[config.mk]
export PLATFORM = sky130hd
export DESIGN_NAME = tone_voice_scheduler
export DESIGN_NICKNAME = d
export VERILOG_FILES = /design/src/rtl/tone_pkg.sv /design/src/rtl/tone_sat_clamp.sv /design/src/rtl/tone_voice_scheduler.sv
export SDC_FILE = /design/constraint.sdc
export NUM_CORES = 1
export LEC_CHECK = 0
export ABC_AREA = 0
export CAP_MARGIN = 20
export CORE_MARGIN = 2
export CORE_UTILIZATION = 53
export CTS_CLUSTER_DIAMETER = 50
export CTS_CLUSTER_SIZE = 14
export DETAILED_ROUTE_END_ITERATION = 6
export PLACE_DENSITY = 0.81
export SLEW_MARGIN = 20
export SYNTH_ARGS = -nofsm -noshare
export SYNTH_HDL_FRONTEND = slang
export SYNTH_SLANG_ARGS = --single-unit
[constraint.sdc]
create_clock -name clk_in -period 2.8 [get_ports clk_in]
set_input_delay 0.56 -clock clk_in [delete_from_list [all_inputs] [get_ports clk_in]]
set_output_delay 0.56 -clock clk_in [all_outputs]
set_load 0.05 [all_outputs]
[src/rtl/tone_pkg.sv]
`default_nettype none
// ============================================================================
// Module : tone_pkg
// Brief  : Shared types and default sizes for the tone engine voice path.
// Rev    : 1.0 - initial release
// ============================================================================
package tone_pkg;

    localparam int c_num_voices = 4;
    localparam int c_sample_w   = 16;
    localparam int c_acc_w      = c_sample_w + $clog2(c_num_voices);

    typedef enum logic [2:0] {
        ST_IDLE = 3'd0,
        ST_SCAN = 3'd1,
        ST_REQ  = 3'd2,
        ST_SAT  = 3'd3,
        ST_OUT  = 3'd4
    } state_t;

endpackage
`default_nettype wire

[src/rtl/tone_sat_clamp.sv]
`default_nettype none
// ============================================================================
// Module : tone_sat_clamp
// Brief  : Combinational signed saturator from ACC_W down to SAMPLE_W bits.
// Rev    : 1.0 - initial release
// ============================================================================
module tone_sat_clamp #(
    parameter int ACC_W    = 18,
    parameter int SAMPLE_W = 16
) (
    input  logic signed [ACC_W-1:0]    acc_i,
    output logic        [SAMPLE_W-1:0] sat_o
);

    localparam logic signed [ACC_W-1:0] c_max =
        {{(ACC_W-SAMPLE_W+1){1'b0}}, {(SAMPLE_W-1){1'b1}}};
    localparam logic signed [ACC_W-1:0] c_min =
        {{(ACC_W-SAMPLE_W+1){1'b1}}, {(SAMPLE_W-1){1'b0}}};

    always_comb begin
        sat_o = acc_i[SAMPLE_W-1:0];
        if (acc_i > c_max) begin
            sat_o = {1'b0, {(SAMPLE_W-1){1'b1}}};
        end else if (acc_i < c_min) begin
            sat_o = {1'b1, {(SAMPLE_W-1){1'b0}}};
        end
    end

endmodule
`default_nettype wire

[src/rtl/tone_voice_scheduler.sv]
`default_nettype none
// ============================================================================
// Module : tone_voice_scheduler
// Brief  : Per-frame sequencer that walks enabled voices on the shared voice
//          unit, accumulates their samples and hands out one saturated mix.
// Rev    : 1.0 - initial release
// ============================================================================
module tone_voice_scheduler
    import tone_pkg::*;
#(
    parameter int NUM_VOICES = c_num_voices,
    parameter int SAMPLE_W   = c_sample_w,
    parameter int VIDX_W     = $clog2(NUM_VOICES)
) (
    input  logic                  clk_in,
    input  logic                  rst_n_in,
    input  logic                  frame_start_in,
    input  logic [NUM_VOICES-1:0] voice_en_in,
    output logic                  unit_req_out,
    output logic [VIDX_W-1:0]     unit_voice_out,
    input  logic                  unit_ack_in,
    input  logic [SAMPLE_W-1:0]   unit_sample_in,
    output logic                  mix_valid_out,
    output logic [SAMPLE_W-1:0]   mix_data_out,
    input  logic                  mix_ready_in,
    output logic                  busy_out,
    output logic                  overrun_out,
    input  logic                  clear_overrun_in
);

    localparam int                c_mix_acc_w = SAMPLE_W + VIDX_W;
    localparam logic [VIDX_W-1:0] c_last_idx  = VIDX_W'(NUM_VOICES - 1);

    state_t                        state_q;
    logic [NUM_VOICES-1:0]         mask_q;
    logic [VIDX_W-1:0]             idx_q;
    logic signed [c_mix_acc_w-1:0] acc_q;
    logic                          req_q;
    logic                          valid_q;
    logic                          busy_q;
    logic                          overrun_q;
    logic [SAMPLE_W-1:0]           mix_q;

    logic [SAMPLE_W-1:0]           w_sat;
    logic signed [c_mix_acc_w-1:0] w_sample_sext;
    logic                          w_last;

    assign w_sample_sext = {{VIDX_W{unit_sample_in[SAMPLE_W-1]}}, unit_sample_in};
    assign w_last        = (idx_q == c_last_idx);

    tone_sat_clamp #(
        .ACC_W    (c_mix_acc_w),
        .SAMPLE_W (SAMPLE_W)
    ) u_sat_clamp (
        .acc_i (acc_q),
        .sat_o (w_sat)
    );

    always_ff @(posedge clk_in) begin
        if (!rst_n_in) begin
            state_q   <= ST_IDLE;
            mask_q    <= '0;
            idx_q     <= '0;
            acc_q     <= '0;
            req_q     <= 1'b0;
            valid_q   <= 1'b0;
            busy_q    <= 1'b0;
            overrun_q <= 1'b0;
            mix_q     <= '0;
        end else begin
            // A frame pulse that cannot be served is dropped; flagging it beats a clear.
            if (frame_start_in && (state_q != ST_IDLE)) begin
                overrun_q <= 1'b1;
            end else if (clear_overrun_in) begin
                overrun_q <= 1'b0;
            end

            case (state_q)
                ST_IDLE: begin
                    if (frame_start_in) begin
                        mask_q  <= voice_en_in;
                        acc_q   <= '0;
                        idx_q   <= '0;
                        busy_q  <= 1'b1;
                        state_q <= ST_SCAN;
                    end
                end
                ST_SCAN: begin
                    if (mask_q[idx_q]) begin
                        req_q   <= 1'b1;
                        state_q <= ST_REQ;
                    end else if (w_last) begin
                        state_q <= ST_SAT;
                    end else begin
                        idx_q <= idx_q + VIDX_W'(1);
                    end
                end
                ST_REQ: begin
                    if (unit_ack_in) begin
                        acc_q <= acc_q + w_sample_sext;
                        req_q <= 1'b0;
                        if (w_last) begin
                            state_q <= ST_SAT;
                        end else begin
                            idx_q   <= idx_q + VIDX_W'(1);
                            state_q <= ST_SCAN;
                        end
                    end
                end
                ST_SAT: begin
                    mix_q   <= w_sat;
                    state_q <= ST_OUT;
                end
                ST_OUT: begin
                    if (valid_q && mix_ready_in) begin
                        valid_q <= 1'b0;
                        busy_q  <= 1'b0;
                        state_q <= ST_IDLE;
                    end else begin
                        valid_q <= 1'b1;
                    end
                end
                default: begin
                    req_q   <= 1'b0;
                    valid_q <= 1'b0;
                    busy_q  <= 1'b0;
                    state_q <= ST_IDLE;
                end
            endcase
        end
    end

    assign unit_req_out   = req_q;
    assign unit_voice_out = idx_q;
    assign mix_valid_out  = valid_q;
    assign mix_data_out   = mix_q;
    assign busy_out       = busy_q;
    assign overrun_out    = overrun_q;

endmodule
`default_nettype wire

==> out/metrics.cfg <==
[synth]
yosysMostFrequentCell=nand2_1
synthTopCellsByArea=dfxtp_1 35%, ha_1 8.3%, a21boi_0 7.2%
async_flop_share_pct=0
synthTopCellsByCount=50 x nand2_1, 47 x dfxtp_1, 36 x o21ai_0
ys.flop_type=dfxtp_1
ys_seq_elements=47
yosys.cell_types.count=47
syn_nets=372
synth_edf_count=0
yosysTopAreaCell=dfxtp_1
yosysTopAreaCellShare_pct=34.54
synth-seq-area-share_pct=34.54
syn_inst=327
synth.yosys.warnings=0
synth.avg_cell_area_um2=8.330
netlist_area_um2=2724

[worst_setup_path]
required_ns=2.99
criticalPathCategory=input pin to flop
crit_path_end_kind=flop
arrival_ns=2.80
cp-start-kind=input pin
critPathMaxFanout=3

[floorplanning]
die_h_um=75.69
rows=26
die-area_um2=5729
num_io_pins=48
die_w_um=75.69
start_util_pct=54.02
core-area_um2=5042

[grt]
grt_pass1_vias=2375
grt_pass1_wl_mm=10.66
grt_max_degree=31
track_usage_pct=23.94
antenna_found_initial=0
grt_overflow=0

[cts]
clkSlewWorstSetupHoldPaths_ns=0.08
cts.sinks=47
htreeDepth=2
root_buffer=clkbuf_8
hold_buffers=0
post_cts_buffers=0
clk_latency_ns=0.30
cts_tree=built
cts_made_buffers=5
clockBufferDepth=2

[route]
wl_mm=6.403
drtAntennaViolNets=0
drcViolationCount=0
wl_per_cell_um=13.92
drt_iter0_drc=99
vias=2568
via_per_inst=5.583
first_pass_iters=4

[finish]
antennaDiodeCount=0
final_cells=460
drive_above_1_share_pct=10.26
n_fill_cell=429
final_util_pct=69.38
nets=434
synthToLayoutAreaGrowth_pct=28.43

[timing]
worstMarginPinSlew_ns=0.9161
setup_viol=0
rsz0062_at_grt=no
skew_ns=0.004883
slew_viol_final=0
hold_violations=0
timing.fmax_mhz=382.6
setup_ws_ns=0.1863
relSlewSlack_pct=38.70
fin_crit_ns=2.614
fin_crit_sh_pct=93.35
setup_tns_ns=0
hold_slack_ns=0.4623

[place]
io_buffers=47
place.gp.congestion=0.8932
place_ws_ns=-0.2421
dp_hpwl_mm=4.748
place_inst=452

[run_status]
status=complete, no violations

[worst_hold_path]
min-delay-path-class=flop to flop

[pwr]
ir_drop_mv=0.2204
p_per_area_nw_per_um2=386.0
p_leak_nw=1.383

[job]
cap_violations=0

worst paths after layout:
kind | to | depth (start not counted) | slack, ns | startpoint
worst max register to register | acc_q[16]$_SDFFE_PN0P_ | 11 | 0.54 | acc_q[0]$_SDFFE_PN0P_
worst max-delay path | acc_q[16]$_SDFFE_PN0P_ | 12 | 0.19 | unit_sample_in[0]
worst min-delay path | mix_data_out[3]$_SDFFE_PN0P_ | 2 | 0.46 | mix_data_out[3]$_SDFFE_PN0P_
worst min register to register | mix_data_out[3]$_SDFFE_PN0P_ | 2 | 0.46 | mix_data_out[3]$_SDFFE_PN0P_
metrics by stage:
stage | area (um^2) | total power [mW]
final | 3498 | 1.350
after global routing | 3498 | 1.407
after CTS | 3490 | 1.362
after detailed placement | 3390 | 0.9180
after global placement | 3390 | 0.9135
after floorplan | 2724 | 0.8274
sequential cells by signal, indices dropped and copies added (netlist names), 2 cells and up:
name            cells
acc_q              18
mix_data_out       16
mask_q              4
state_q             3
unit_voice_out      2
layout make-up:
| type | count | area, um^2 | share of cell area [%] |
|---|---|---|---|
| Clock buffer | 8 | 100.1 | 2.861 |
| Inverter | 8 | 30.03 | 0.8584 |
| Multi-Input combinational cell | 257 | 1697 | 48.50 |
| Sequential cell | 47 | 940.9 | 26.90 |
| Tap cell | 70 | 87.58 | 2.504 |
| Timing Repair Buffer | 70 | 643.1 | 18.38 |
metal layers:
metal / routed length [um] / GRT usage, %
met5: 0 / 0
met4: 71 / 6.238
met1: 3010 / 31.54
met2: 3045 / 41.06
met3: 275 / 3.571
layout by cell type (no fill, tap or decap), types with 2 or more instances in the layout:
cell	count
o21bai_1	3
ha_1	18
nand2_1	50
inv_1	8
xor2_1	6
nand3_1	15
o31ai_1	3
clkbuf_8	7
xnor2_1	10
clkdlybuf4s50_1	47
and2_1	10
a31oi_1	3
o21a_1	2
nor3_1	2
nand2b_1	6
o21ai_0	36
nand4_1	5
buf_4	23
o22ai_1	2
a41oi_1	2
a21oi_1	15
a21oi_2	2
a21boi_0	26
dfxtp_1	47
a21o_1	2
mux2i_1	3
nor2_1	9
nor2b_1	5
and3_1	5
what timing repair did:
item / 4_1_cts / 5_1_grt
setup endpoints to repair: 0 / 2
gates resized for setup: 0 / 2
hold endpoints to repair: 0 / 0
power by group:
| group | internal (mW) | switching [mW] |
|---|---|---|
| Sequential | 0.680 | 0.0131 |
| Clock | 0.226 | 0.221 |
| Combinational | 0.101 | 0.110 |
critical path, stage by stage:
cell and delay (ns):
clkdlybuf4s50_1 0.41, ha_1 0.22, inv_1 0.07, fa_1 0.17, nand2b_1 0.16, a21oi_2 0.08, a211oi_2 0.29, o21ai_0 0.14
buf_4 0.16, a311oi_1 0.31, xor2_1 0.16, o21ai_0 0.07
cells by family after synthesis:
group                      synth area share, %
muxes                                    1.929
adders and majority gates                9.003
xor gates and xnor gates                 5.145
and+or+nand+nor                          20.03
AOI/OAI and AO/OA                        25.86
buffers and inverters                    3.491
DFF                                      34.54
No activity file was read; power rests on OpenSTA's default activity.
==> variant (config.mk and constraints unchanged) <==
Reset style: asynchronous (`rst_n_in`), changed in one clocked block.
--- a/src/rtl/tone_voice_scheduler.sv
+++ b/src/rtl/tone_voice_scheduler.sv
@@ -56,7 +56,7 @@
         .sat_o (w_sat)
     );
 
-    always_ff @(posedge clk_in) begin
+    always_ff @(posedge clk_in or negedge rst_n_in) begin
         if (!rst_n_in) begin
             state_q   <= ST_IDLE;
             mask_q    <= '0;
Function: differs if rst_n_in is asserted again (counterexample within 4 cycles, from zero or initial values and one cycle with rst_n_in low); with rst_n_in held inactive, the same outputs for 10 cycles.
==> variant against the original RTL <==
Wire length rose by 8.0%. Critical path type unchanged. Worst hold slack worse by 0.24 ns. Worst setup slack improved by 0.045 ns. Critical path depth is 1 lower. Cell area rose by 6.1%. Sequential cell count is the same. Synthesized area up 11%. Non-clock buffer count fell by 9. Die area rose by 10%.
Power is not compared: it rests on default switching activity, and its combinational part moved more than twofold at a synthesized area within 25%.
==> variant: results <==
export IMPL_grtUsageTotal_pct=23.2
export IMPL_dp_hpwl_mm=5.12
export IMPL_place_congestion=0.900
export IMPL_ys_flop_type="dfrtp_1"
export IMPL_grt_max_degree=34
export IMPL_grt_first_pass_wirelength_mm=11.6
export IMPL_reg2reg_to="acc_q[7]"
export IMPL_worstPathMaxFanout=4
export IMPL_worst_ep_arrival_time_ns=2.77
export IMPL_crit_path_max_incr_delay_ns=0.50
export IMPL_nets=466
export IMPL_use_met3_pct=2.94
export IMPL_synth_common_cells="nand2_1, dfrtp_1, o21ai_0, nor2_1, ha_1"
export IMPL_hp_class="input pin to async pin"
export IMPL_grtUsageMet1_pct=33.5
export IMPL_synth_area_leaders="dfrtp_1, nand2_1, ha_1"
export IMPL_crit_end="acc_q[16]"
export IMPL_power_mw=4.21
export IMPL_r2r_start="state_q[0]"
export IMPL_dr_wl_met2_mm=3.24
export IMPL_clk_pin_slew_worst_paths_ns=0.10
export IMPL_rr_worst_depth=6
export IMPL_wl_met1_mm=3.28
export IMPL_synthesis_nets=416
export IMPL_wl_met3_um=326
export IMPL_cp_top_family="adder cells"
export IMPL_ys_seq_area_share_pct=38.9
export IMPL_drt_iter0_markers=179
export IMPL_holdWs_ns=0.219
export IMPL_status="completed"
export IMPL_final_layout_size_suffix_gt1_share_pct=7.35
variant: cells by family after synthesis:
family | Yosys count | synth area share, %
buffers and inverters | 28 | 3.56
adder cells (fa/ha/maj) | 19 | 8.11
flip-flops | 47 | 38.9
multiplexers | 6 | 2.56
XOR/XNOR | 14 | 4.05
AND/OR/NAND/NOR | 156 | 22.8
AO/OA/AOI/OAI | 101 | 20.1
variant: per-stage QoR:
step | util (%) | cell area [µm²] | std cells | setup WS [ns]
global placement | 65.7 | 3620 | 486 | 0.0375
CTS | 67.4 | 3710 | 494 | 0.247
global route | 67.4 | 3710 | 494 | 0.0819
floorplan | - | 3030 | 371 | 0.598
finish | 67.4 | 3710 | 494 | 0.231
detailed placement | 65.7 | 3620 | 486 | 0.0115
variant: cell type report:
type	count	area, µm²
well taps	72	90.1
fillers	484	1800
inverters	10	37.5
multi-input cells	296	1740
clock inverters	1	8.76
repair buffers	61	571
flip-flops and latches	47	1180
clock buffers	7	86.3
